### config.mk
export PLATFORM = sky130hd
export DESIGN_NAME = mult_div_unit
export DESIGN_NICKNAME = d
export VERILOG_FILES = /design/src/rtl/mult_div_unit.sv
export SDC_FILE = /design/constraint.sdc
export NUM_CORES = 1
export LEC_CHECK = 0
export ABC_CLOCK_PERIOD_IN_PS = 11300
export BUFFER_PORTS_ARGS = -buffer_cell sky130_fd_sc_hd__buf_4
export CAP_MARGIN = 25
export CORE_MARGIN = 4
export CORE_UTILIZATION = 53
export CTS_CLUSTER_SIZE = 12
export DETAILED_ROUTE_END_ITERATION = 7
export HOLD_SLACK_MARGIN = 0.1
export PLACE_DENSITY = 0.8
export SYNTH_ARGS = -nofsm -noshare
export SYNTH_HDL_FRONTEND = slang
export SYNTH_SLANG_ARGS = --single-unit
export TNS_END_PERCENT = 100
### constraint.sdc
create_clock -name clk -period 11.3 [get_ports clk]
set_input_delay 1.13 -clock clk [delete_from_list [all_inputs] [get_ports clk]]
set_output_delay 1.13 -clock clk [all_outputs]
set_load 0.1 [all_outputs]
### src/rtl/mult_div_unit.sv
// mult_div_unit: iterative 32-cycle signed/unsigned multiply and divide with HI/LO registers.
// Magnitudes are iterated in a shared 64-bit register; sign fixup happens in DONE.
module mult_div_unit #(
    parameter int WIDTH = 32
) (
    input  logic             clk,
    input  logic             rst,
    input  logic             start,
    input  logic [2:0]       MDControl,
    input  logic [WIDTH-1:0] OperandA,
    input  logic [WIDTH-1:0] OperandB,
    output logic [WIDTH-1:0] HI,
    output logic [WIDTH-1:0] LO,
    output logic             busy,
    output logic             done
);
    localparam logic [1:0] IDLE = 2'd0, MUL = 2'd1, DIV = 2'd2, DONE = 2'd3;
    localparam logic [2:0] OP_MULT = 3'd1, OP_MULTU = 3'd2, OP_DIV = 3'd3, OP_DIVU = 3'd4,
                           OP_MTHI = 3'd5, OP_MTLO = 3'd6;

    logic [1:0]         state;
    logic [4:0]         cnt;
    logic [2*WIDTH-1:0] p, mul_next, div_next, prod_f;
    logic [WIDTH-1:0]   m, a_raw, in_a_mag, in_b_mag, res_hi, res_lo;
    logic [WIDTH:0]     msum, r, diff;
    logic               is_div, neg_q, neg_r, sgn_in, arith_in, div_in;

    assign busy     = state != IDLE;
    assign sgn_in   = MDControl == OP_MULT || MDControl == OP_DIV;
    assign div_in   = MDControl == OP_DIV || MDControl == OP_DIVU;
    assign arith_in = MDControl == OP_MULT || MDControl == OP_MULTU || div_in;
    assign in_a_mag = sgn_in && OperandA[WIDTH-1] ? -OperandA : OperandA;
    assign in_b_mag = sgn_in && OperandB[WIDTH-1] ? -OperandB : OperandB;

    // Multiply: low half holds the shrinking multiplier, high half accumulates.
    assign msum     = {1'b0, p[2*WIDTH-1:WIDTH]} + (p[0] ? {1'b0, m} : '0);
    assign mul_next = {msum, p[WIDTH-1:1]};
    // Divide: partial remainder in the high half, quotient bits shift in at the bottom.
    assign r        = p[2*WIDTH-1:WIDTH-1];
    assign diff     = r - {1'b0, m};
    assign div_next = diff[WIDTH] ? {r[WIDTH-1:0], p[WIDTH-2:0], 1'b0}
                                  : {diff[WIDTH-1:0], p[WIDTH-2:0], 1'b1};

    always_comb begin
        prod_f = neg_q ? -p : p;
        res_hi = prod_f[2*WIDTH-1:WIDTH];
        res_lo = prod_f[WIDTH-1:0];
        if (is_div) begin
            res_hi = m == '0 ? a_raw : neg_r ? -p[2*WIDTH-1:WIDTH] : p[2*WIDTH-1:WIDTH];
            res_lo = m == '0 ? '1 : neg_q ? -p[WIDTH-1:0] : p[WIDTH-1:0];
        end
    end

    always_ff @(posedge clk) begin
        if (rst) begin
            state <= IDLE;
            cnt   <= '0;
            HI    <= '0;
            LO    <= '0;
            done  <= 1'b0;
        end else begin
            done <= 1'b0;
            case (state)
                IDLE: if (start) begin
                    if (arith_in) begin
                        a_raw  <= OperandA;
                        m      <= div_in ? in_b_mag : in_a_mag;
                        p      <= {{WIDTH{1'b0}}, div_in ? in_a_mag : in_b_mag};
                        is_div <= div_in;
                        neg_q  <= sgn_in && (OperandA[WIDTH-1] ^ OperandB[WIDTH-1]);
                        neg_r  <= sgn_in && OperandA[WIDTH-1];
                        cnt    <= '0;
                        state  <= div_in ? DIV : MUL;
                    end else if (MDControl == OP_MTHI) HI <= OperandA;
                    else if (MDControl == OP_MTLO) LO <= OperandA;
                end
                MUL, DIV: begin
                    p     <= state == DIV ? div_next : mul_next;
                    cnt   <= cnt + 5'd1;
                    state <= cnt == 5'(WIDTH - 1) ? DONE : state;
                end
                default: begin
                    HI    <= res_hi;
                    LO    <= res_lo;
                    done  <= 1'b1;
                    state <= IDLE;
                end
            endcase
        end
    end
endmodule

After elaboration in Yosys (flattened, before gate mapping)
Cells that the tools add are included.

word-level totals
  word-level logic and storage cells = 92
  bits of input ports = 70
  bits in registers = 203

operators by class
  reductions and logical operators = 19
  muxes and demuxes = 35
  equality and inequality tests = 16
  $add $sub $neg = 8
  bitwise operators = 3

operator list
  cell                                                  number
  2-to-1 mux 32 bit                                     18
  2-to-1 mux 64 bit                                     5
  negation 32 bit                                       4
  case mux 32 bit (2 select lines)                      2
  case mux 64 bit (2 select lines)                      1
  negation 64 bit                                       1
  adder 32 x 32 -> 33 bit                               1
  subtractor 33 x 32 -> 33 bit                          1
  logical NOT 32 bit                                    1
  != test 2 bit (second input constant)                 7
  AND reduction 4 bit                                   3
  2-to-1 mux 5 bit                                      2
  case mux 5 bit (2 select lines)                       1
  equality test 3 bit (second input constant)           3
  2-to-1 mux 2 bit                                      4
  equality test 3 x 2 -> 1 bit (second input constant)  2
  AND reduction 3 bit                                   2
  adder 5 x 1 -> 5 bit (second input constant)          1
  equality test 5 bit (second input constant)           1
  AND reduction 5 bit                                   1
  logical OR 1 bit                                      4
  case mux 2 bit (2 select lines)                       1
  nonzero test 2 bit                                    2
  equality test 3 x 1 -> 1 bit (second input constant)  1
  other kinds (9)                                       12

Depth between registers and ports, before layout
  word-level depth = 8
  gate-level depth with buffers = 14

Worst setup path after synthesis
OpenSTA, ideal clock, no wires.

  kind = register -> register
  from = register state[0]
  to = register a_raw[0], enable pin
  stages on the path, launching flop included = 7
  data required time = 10,726 ps
  data arrival time = 6,359 ps
  slack = 4,366 ps
  path buffers = 2
  cells stage by stage = dfxtp_1 > inv_1 > ha_1 > clkbuf_1 > inv_1 > clkbuf_1 > nor3_1

between the ends
  cells in the longest elaborated chain, start to end = 2

ends and longest elaborated chain
  element                        line  source
  start, declared                21    logic [1:0] state;
  start signal, assigned         73    state <= div_in ? DIV : MUL;
  start signal, assigned         80    state <= cnt == 5'(WIDTH - 1) ? DONE : state;
  logical NOT 2 bit              63    case (state)
  AND reduction 4 bit (no line)  -
  end signal, assigned           66    a_raw <= OperandA;
  end, declared                  24    logic [WIDTH-1:0] m, a_raw, in_a_mag, in_b_mag, res_hi, res_lo;

Every way passes these cells.
A chain may end at the register's enable or synchronous reset.

Worst setup path in the final report
  from = register p[0]
  to = register p[58], data pin

between the ends
  cells in the longest elaborated chain, start to end = 4

ends and longest elaborated chain
  element                           line  source
  start, declared                   23    logic [2*WIDTH-1:0] p, mul_next, div_next, prod_f;
  start signal, assigned            68    p <= {{WIDTH{1'b0}}, div_in ? in_a_mag : in_b_mag};
  start signal, assigned            78    p <= state == DIV ? div_next : mul_next;
  2-to-1 mux 32 bit                 36    assign msum = {1'b0, p[2*WIDTH-1:WIDTH]} + (p[0] ? {1'b0, m} : '0);
  adder 32 x 32 -> 33 bit           36
  2-to-1 mux 64 bit                 78
  case mux 64 bit (2 select lines)  63

Every way passes these cells.

==> results.yml <==
worst_setup_path:
  worstPathRequired_ps: 11550
  endpoint: "p[58]"
  critPathKind: "flip-flop to flip-flop"
  reg2reg_slack_ps: 6990
  cp-end-kind: "flip-flop"
  r2r_start: "p[0]"
  cpPeakStageDelay_ps: 430
  cpMaxStageDelayCell: "edfxtp_1"
  crit_start: "p[0]"
  cp.arrival_ps: 4560
  crit_top_cell: "o21ai_0"
  crit_chain: "inv_1 -> buf_16 -> nor2_1 -> ha_1 -> and3_1 -> a221o_1 -> a221oi_1 -> o21ai_0 -> a41oi_1 -> o21ai_0 -> or3_1 -> a31oi_1 -> a211oi_1"
  cp-start-kind: "flip-flop"
  r2r_cells: 13
  reg2reg_to: "p[58]"
  crit_fanout: 23
clocking:
  clockBufferDepth: 3
  root_buffer: "clkbuf_16"
  holdBufCountCts: 0
  cts_tree: "built"
  insertion_delay_ps: 550
  numCtsBuffers: 24
  cts_num_sinks: 203
  cts_setup_buffers: 0
  ctsHtreeMaxLevel: 1
  cts_resized: 0
  clk_pin_slew_worst_paths_ps: 60
grt:
  grt_pass1_wl_mm: 89.2
  use_met3_pct: 7.25
  track_usage_pct: 33.2
  gr-usage-met2_pct: 51.6
  grt.busiest_layer: "met2"
  antenna_found_initial: 0
  grt_overflow_total: 0
  first_global_vias: 15510
  grt_max_degree: 76
  use_met1_pct: 43.5
timing:
  clock_skew_ps: 15.8
  final_max_slew_viol_count: 0
  finalSetupViolCount: 0
  rsz0062_at_grt: "false"
  slew-limit-headroom_pct: 34.0
  period_needed_ps: 4310
  fmax_mhz: 232
  hold_ws_ps: 457
  tns_ps: 0
  finalHoldViolations: 0
  period_share_pct: 38.1
  worst_pin_slew_ps: 990
synthesis:
  synth.net_count: 2172
  synth_area_per_cell_um2: 8.20
  synthCells: 2027
  synth.distinct_cells: 76
  synth.yosys.seq_area_share_pct: 32.3
  syn_area_um2: 16600
  ys_seq_elements: 203
  synthArstFlopShare_pct: 0
  ys_warn_count: 0
  synth_ff_type: "edfxtp_1"
  synth_edf_count: 131
layout:
  area_growth_pct: 12.5
  final_nets: 2233
  drive_gt1_share_pct: 11.2
  final_common_cell: "a21oi_1"
  fin_area_um2: 18700
  instances_no_fill: 2502
  num_antenna_cells: 0
  final_cell_mix: "a21oi_1 (226), nor2_1 (213), nand2_1 (153), buf_4 (152), o21ai_0 (144)"
routing:
  ant_nets: 0
  drt_first_pass_iters: 6
  drt_iter0_markers: 2167
  wl_mm: 59.0
  drcViolationCount: 0
  wl_per_cell_um: 23.6
  vias: 16581
  vias_per_cell: 6.63
outcome:
  status: "completed"
die:
  core_region_area_um2: 30700
  io_pins: 136
  num_rows: 64
  start_util_pct: 54.1
  fp.dieH_um: 185
  die-area_um2: 34300
  die_w_um: 185
placed_design:
  dpl_cell_area_um2: 17900
  gp_congestion: 0.984
  placedCellCount: 2456
  dpl.hpwl_mm: 43.7
  io_buffers: 135
power:
  ir_drop_mv: 0.277
  p_leak_nw: 7.48
  power_density_nw_per_um2: 296
job:
  drv_cap: 0
hold_path:
  hp-class: "flip-flop to flip-flop"
==> final cells by class <==
type	instances	area [µm²]
clock buffers	35	709
clock inverters	9	87.6
fillers	2733	12000
inverters	92	345
multi-input cells	1612	10500
flip-flops and latches	203	5380
well taps	396	495
repair buffers	155	1220
==> kinds of logic (layout without fill, tap and decap cells) <==
group           Yosys count  after routing  share of synthesized area, %
mux                      91             91                          5.53
xor+xnor                183            183                          9.64
simple gates            616            616                          17.6
buf+inv                 212            291                          4.95
compound gates          647            647                          24.2
fa+ha+maj                75             75                          5.74
flops                   203            203                          32.3
==> routing by layer <==
metal  vias up  wire, µm  part of all wire, %
met3       219      6350                   11
met5         -         0                    0
li1       7573         -                    -
met4         0      3690                  6.2
met1      7835     22600                   38
met2       954     26400                   45
==> worst max-delay path, delay by kind of cell (launching register included) <==
| kind | cells | cell delay, ps |
|---|---|---|
| adder cells (fa/ha/maj) | 1 | 330 |
| AND/OR/NAND/NOR | 3 | 660 |
| AO/OA/AOI/OAI | 7 | 1990 |
| buffers and inverters | 2 | 600 |
| flip-flops | 1 | 430 |
==> sequential cells by signal, indices dropped and copies added, names as in the netlist <==
signal  flops
HI         32
LO         32
a_raw      32
cnt         5
done        1
is_div      1
m          32
neg_q       1
neg_r       1
p          64
state       2
==> Yosys cell counts, drive strengths merged, types with 72 or more instances <==
cell type    n  area (µm²)
edfxtp     131        3930
clkbuf      98         368
xnor2       98         858
xor2        85         744
nor2       214         803
mux2i       85         851
dfxtp       72        1440
nand2      154         578
inv         90         338
o21ai      147         739
ha          73         913
a21oi      227        1140
==> how the worst min path moves through the flow <==
| stage | cells past startpoint | from | end |
|---|---|---|---|
| 2_1_floorplan | 2 | cnt[4] | cnt[4] |
| 3_3_place_gp | 2 | HI[13] | HI[13] |
| 3_5_place_dp | 2 | HI[13] | HI[13] |
| 4_1_cts | 2 | HI[13] | HI[13] |
| 5_1_grt | 2 | HI[13] | HI[13] |
| 6_report | 2 | HI[13] | HI[13] |
==> per-stage QoR <==
stage	utilization [%]	power, mW	worst slack, ps
final	60.8	5.55	6990
after CTS	60.7	5.45	6720
after global placement	58.0	4.59	6760
after global routing	60.8	5.84	6560
after detailed placement	58.1	4.65	6740
after floorplan	-	3.80	4370
==> where the power goes <==
group / total (mW) / internal, mW / switching, mW
clock network: 0.799 / 0.462 / 0.337
registers: 1.37 / 1.08 / 0.292
logic: 3.38 / 1.07 / 2.31
total: 5.55 / 2.61 / 2.94
Note: power is estimated with default switching activity, not from simulation.
